File: src/rtl/bram_rr_arbiter.sv
// Two-requester round-robin arbiter in front of a single-port synchronous-read block RAM.
// Issues at most one registered RAM command per cycle and routes read data back via a tag pipeline.
module bram_rr_arbiter #(
    parameter int ADDR_W       = 4,
    parameter int DATA_W       = 8,
    parameter int READ_LATENCY = 1
) (
    input  logic              clk,
    input  logic              rst,
    input  logic              req0,
    input  logic              we0,
    input  logic [ADDR_W-1:0] addr0,
    input  logic [DATA_W-1:0] wdata0,
    input  logic              req1,
    input  logic              we1,
    input  logic [ADDR_W-1:0] addr1,
    input  logic [DATA_W-1:0] wdata1,
    output logic              gnt0,
    output logic              gnt1,
    output logic              rvalid0,
    output logic              rvalid1,
    output logic [DATA_W-1:0] rdata,
    output logic              ram_en,
    output logic              ram_we,
    output logic [ADDR_W-1:0] ram_addr,
    output logic [DATA_W-1:0] ram_din,
    input  logic [DATA_W-1:0] ram_dout
);

    logic              w_elig0;
    logic              w_elig1;
    logic              w_any;
    logic              w_sel1;
    logic              w_sel_we;
    logic [ADDR_W-1:0] w_sel_addr;
    logic [DATA_W-1:0] w_sel_wdata;

    logic              r_gnt0;
    logic              r_gnt1;
    logic              r_last;
    logic              r_rvalid0;
    logic              r_rvalid1;
    logic              r_ram_en;
    logic              r_ram_we;
    logic [ADDR_W-1:0] r_ram_addr;
    logic [DATA_W-1:0] r_ram_din;
    logic [READ_LATENCY-1:0] r_tag_vld;
    logic [READ_LATENCY-1:0] r_tag_id;

    // A requester whose grant is showing this cycle still has its old request up; skip it.
    assign w_elig0 = req0 & ~r_gnt0;
    assign w_elig1 = req1 & ~r_gnt1;
    assign w_any   = w_elig0 | w_elig1;
    assign w_sel1  = w_elig1 & (~w_elig0 | ~r_last);

    assign w_sel_we    = w_sel1 ? we1    : we0;
    assign w_sel_addr  = w_sel1 ? addr1  : addr0;
    assign w_sel_wdata = w_sel1 ? wdata1 : wdata0;

    always_ff @(posedge clk) begin
        if (rst) begin
            r_gnt0     <= 1'b0;
            r_gnt1     <= 1'b0;
            r_last     <= 1'b1;
            r_rvalid0  <= 1'b0;
            r_rvalid1  <= 1'b0;
            r_ram_en   <= 1'b0;
            r_ram_we   <= 1'b0;
            r_ram_addr <= '0;
            r_ram_din  <= '0;
            r_tag_vld  <= '0;
            r_tag_id   <= '0;
        end else begin
            r_gnt0   <= w_any & ~w_sel1;
            r_gnt1   <= w_sel1;
            r_ram_en <= w_any;
            r_ram_we <= w_any & w_sel_we;
            if (w_any) begin
                r_last     <= w_sel1;
                r_ram_addr <= w_sel_addr;
                r_ram_din  <= w_sel_we ? w_sel_wdata : '0;
            end
            // Tag entry enters alongside the command; the registered rvalid adds the final cycle.
            r_tag_vld[0] <= w_any & ~w_sel_we;
            r_tag_id[0]  <= w_sel1;
            for (int k = 1; k < READ_LATENCY; k++) begin
                r_tag_vld[k] <= r_tag_vld[k-1];
                r_tag_id[k]  <= r_tag_id[k-1];
            end
            r_rvalid0 <= r_tag_vld[READ_LATENCY-1] & ~r_tag_id[READ_LATENCY-1];
            r_rvalid1 <= r_tag_vld[READ_LATENCY-1] &  r_tag_id[READ_LATENCY-1];
        end
    end

    assign gnt0     = r_gnt0;
    assign gnt1     = r_gnt1;
    assign rvalid0  = r_rvalid0;
    assign rvalid1  = r_rvalid1;
    assign rdata    = ram_dout;
    assign ram_en   = r_ram_en;
    assign ram_we   = r_ram_we;
    assign ram_addr = r_ram_addr;
    assign ram_din  = r_ram_din;

endmodule

File: config.mk
export PLATFORM = sky130hd
export DESIGN_NAME = bram_rr_arbiter
export DESIGN_NICKNAME = d
export VERILOG_FILES = /design/src/rtl/bram_rr_arbiter.sv
export SDC_FILE = /design/constraint.sdc
export NUM_CORES = 1
export LEC_CHECK = 0
export CORE_ASPECT_RATIO = 2
export CORE_MARGIN = 4
export CORE_UTILIZATION = 35
export CTS_CLUSTER_SIZE = 8
export DETAILED_ROUTE_END_ITERATION = 10
export PLACE_DENSITY = 0.79
export RECOVER_POWER = 100
export SYNTH_ARGS = -nofsm -noshare
export SYNTH_HDL_FRONTEND = slang
export SYNTH_SLANG_ARGS = --single-unit
File: constraint.sdc
create_clock -name clk -period 1.5 [get_ports clk]
set_input_delay 0.45 -clock clk [delete_from_list [all_inputs] [get_ports clk]]
set_output_delay 0.45 -clock clk [all_outputs]
set_load 0.01 [all_outputs]
After elaboration in Yosys (flattened, before gate mapping)
Index checks and enable logic that the tools add are counted.

storage, ports and cells
  logic and storage cells = 30
  bits of input ports = 38
  bits in registers = 20
  output and inout port bits = 26

operators by class
  multiplexer cells = 4
  bitwise logic cells = 16

operators by type and width
  cell         count
  $mux 8       2
  $and 1x1->1  8
  $not 1->1    6
  $mux 4       1
  $or 1x1->1   2
  $mux 1       1

Depth between registers and ports, before layout
  depth after elaboration = 8
  mapped depth = 5
  mapped depth without buffers = 4

Worst setup path after synthesis
OpenSTA, ideal clock, no wires.

  path kind = input to register
  start point = input req0
  end point = register r_ram_din[0] (netlist: ram_din[0])
  data arrival time = 1.228 ns
  cell stages on the path = 5
  path buffers = 1
  library setup time = 0.068 ns
  slack = 0.204 ns
  cell sequence = and2b_4 > or2_1 > buf_4 > nor2_8 > o2bb2ai_2

on the way
  word-level cells in the longest chain between the ends = 6

RTL lines
  element                           line    text
  from (decl)                       10      input logic req0,
  $and 1x1->1 *                     51      assign w_elig0 = req0 & ~r_gnt0;
  $not 1->1                         54      assign w_sel1 = w_elig1 & (~w_elig0 | ~r_last);
  $or 1x1->1                        54
  $and 1x1->1                       54
  $mux 8 or $mux 1 (tied branches)  58, 56
  $mux 8                            81      r_ram_din <= w_sel_we ? w_sel_wdata : '0;
  to (signal assigned)              81
  to (decl)                         46      logic [DATA_W-1:0] r_ram_din;

Mark *: on every way between the ends. The rest lies on a longest branch, timed or not.
A chain may end at the register's enable or synchronous reset.

==> impl_metrics.py <==
metrics = {
    "clocking": {
        "cts_buffers": 3,
        "cts_max_level": 1,
        "cts_root_buffer": "clkbuf_8",
        "clk_latency_ns": 0.25,
        "path_clk_slew_ns": 0.07,
        "cts_tree": "done",
        "cts.sinks": 20,
        "clk_path_buf_depth": 2,
    },
    "synthesis": {
        "synth-seq-cells": 20,
        "yosysUniqueCellTypes": 27,
        "syn_area_per_cell_sq_um": 10.9,
        "yosysSeqAreaShare": 0.421,
        "ys_warn_count": 0,
        "syn_area_sq_um": 951,
        "synth_nets": 125,
        "synthCells": 87,
    },
    "power": {
        "power_density_nw_per_um2": 869,
        "p_leak_nw": 0.698,
        "p_seq_frac": 0.467,
        "vdd_drop_max_mv": 0.658,
        "pwr-share-comb": 0.263,
        "intPower_uw": 944,
        "p_clk_frac": 0.270,
        "p_total_mw": 1.27,
        "p_sw_frac": 0.259,
        "p_sw_uw": 330,
    },
    "routing": {
        "drt_iter0_drc": 6,
        "drc": 0,
        "firstDrtPassIters": 3,
        "met2_length_um": 1300,
        "m1WireLength_um": 716,
        "ant_nets": 0,
        "avgRoutedWirePerCell_um": 13.8,
        "vias_per_cell": 4.93,
        "wirelength_um": 2270,
        "via_count": 813,
        "maxUsedRoutingLayer": "met4",
        "met3WireLength_um": 203,
    },
    "floorplanning": {
        "dieArea_sq_um": 3670,
        "ios": 64,
        "die_y_um": 81.7,
        "chipWidth_um": 44.9,
        "initial_core_util": 0.370,
        "core_area_sq_um": 2570,
        "row_count": 26,
    },
    "timing": {
        "fin_crit_sh": 0.957,
        "setup_ws_ns": 0.0650,
        "report.final.slew_viol_count": 0,
        "rsz0062_at_grt": "false",
        "slew_headroom": 0.828,
        "layout_min_cycle_time_ns": 1.43,
        "worstMarginPinSlew_ns": 0.258,
        "max_freq_mhz": 697,
        "setup_viol": 0,
        "hold_viol_final": 0,
        "timing.hold.ws_ns": 0.472,
        "fin_skew_ns": 0.00359,
    },
    "layout": {
        "drive_gt1_frac": 0.219,
        "fillCellCount": 228,
        "final_core_util": 0.571,
        "seqCellArea_sq_um": 400,
        "fin_nets": 177,
        "layout_common_cells": "clkdlybuf4s50_1, dfxtp_1, dlygate4sd2_1",
        "multi_input_area_sq_um": 443,
        "layout_commonest_cell": "clkdlybuf4s50_1",
        "antenna_cells": 0,
        "area_growth_pct": 54.2,
    },
    "global_route": {
        "grt_pass1_vias": 879,
        "grt-ovfl-total": 0,
        "grt_max_degree": 11,
        "grt_pass1_wl_um": 3680,
        "globalRouteTotalUtil": 0.135,
        "antenna_found_initial": 0,
    },
    "critical_path": {
        "endpoint_kind": "flop",
        "startpoint_type": "input port",
        "arrival_ns": 1.62,
        "path_class": "in -> reg",
        "crit_fanout": 5,
        "cp.required_ns": 1.69,
    },
    "placement": {
        "hpwl_um": 1920,
        "portBuffers": 47,
        "place.gp.congestion": 0.747,
        "place_ws_ns": -0.375,
    },
    "flow_run": {
        "maxCapViolations": 0,
    },
    "min_path": {
        "hp-class": "reg -> reg",
    },
    "outcome": {
        "status": "complete, no violations",
    },
}
[logic make-up (layout without fill, tap and decap cells)]
family,after synthesis,count (layout),share of synthesized area
AOI/OAI and AO/OA,17,17,0.203
buffers and inverters,14,64,0.109
DFF,20,20,0.421
muxes,8,8,0.0842
and+or+nand+nor,28,28,0.183
[power groups by stage]
stage          registers, mW  logic, mW  clock network, mW
6_report               0.595      0.335              0.344
5_1_grt                0.600      0.362              0.368
4_1_cts                0.597      0.346              0.355
3_5_place_dp           0.609      0.362                  0
3_3_place_gp           0.608      0.352                  0
2_1_floorplan          0.625      0.167                  0
[worst max-delay path, stage by stage]
cell,delay (ns)
clkdlybuf4s50_1,0.48
o32a_1,0.37
buf_2,0.18
o2bb2ai_1,0.15
[worst paths after layout]
kind / slack, ns / to / startpoint / cells past startpoint
max: 0.07 / ram_din[0] / rst / 4
min: 0.47 / rvalid0 / r_tag_vld / 1
max reg2reg: 0.09 / ram_din[0] / r_tag_id / 6
min reg2reg: 0.47 / rvalid0 / r_tag_vld / 1
[Yosys cell counts]
cell type,number,area (sq um)
nor2b_4,1,13.8
dfxtp_1,20,400
o32a_1,1,10.0
a21oi_2,1,8.76
nor2_8,1,20.0
clkbuf_1,1,3.75
or2_1,1,6.26
nand3b_2,1,11.3
and2b_4,1,10.0
nor2_1,8,30.0
nand2b_1,3,18.8
inv_2,1,3.75
mux2i_1,8,80.1
o21ai_0,1,5.00
nor3b_1,1,7.51
and3b_2,1,10.0
buf_6,1,11.3
a2bb2oi_1,1,8.76
clkbuf_8,1,13.8
clkinv_1,1,3.75
o2bb2ai_2,8,120
a311oi_1,4,35.0
nor3_1,1,5.00
nand2_4,1,11.3
nand2_1,8,30.0
buf_4,9,67.6
o21ai_1,1,5.00
[layer usage]
metal  global-route usage  vias to the layer above
met2                0.261                       43
met4               0.0528                        0
li1                     -                      398
met3               0.0439                        5
met5                    0                        -
met1                0.123                      367
[stage by stage]
step / setup TNS (ns) / area [sq um] / std cells
5_1_grt: 0 / 1470 / 165
2_1_floorplan: 0 / 951 / 87
3_3_place_gp: -4.42 / 1450 / 160
4_1_cts: 0 / 1480 / 165
3_5_place_dp: -4.89 / 1450 / 160
6_report: 0 / 1470 / 165
[area by class of cell]
| type | instances | share of cell area |
|---|---|---|
| flip-flops and latches | 20 | 0.273 |
| repair buffers | 59 | 0.368 |
| multi-input cells | 53 | 0.302 |
| well taps | 28 | 0.0239 |
| clock buffers | 3 | 0.0282 |
| inverters | 2 | 0.00512 |
[flip-flops by register name, summed over array words and instances (netlist names)]
signal	flops
ram_din	8
ram_addr	4
gnt0	1
r_last	1
r_tag_id	1
r_tag_vld	1
ram_en	1
ram_we	1
rvalid0	1
rvalid1	1
[what timing repair did]
action | CTS | global route
resized for setup | 22 | 0
hold buffers | 0 | 0
setup buffers | 1 | 0
setup endpoints to repair | 31 | 0
hold endpoints to repair | 0 | 0
Note: power is estimated with default switching activity, not from simulation.
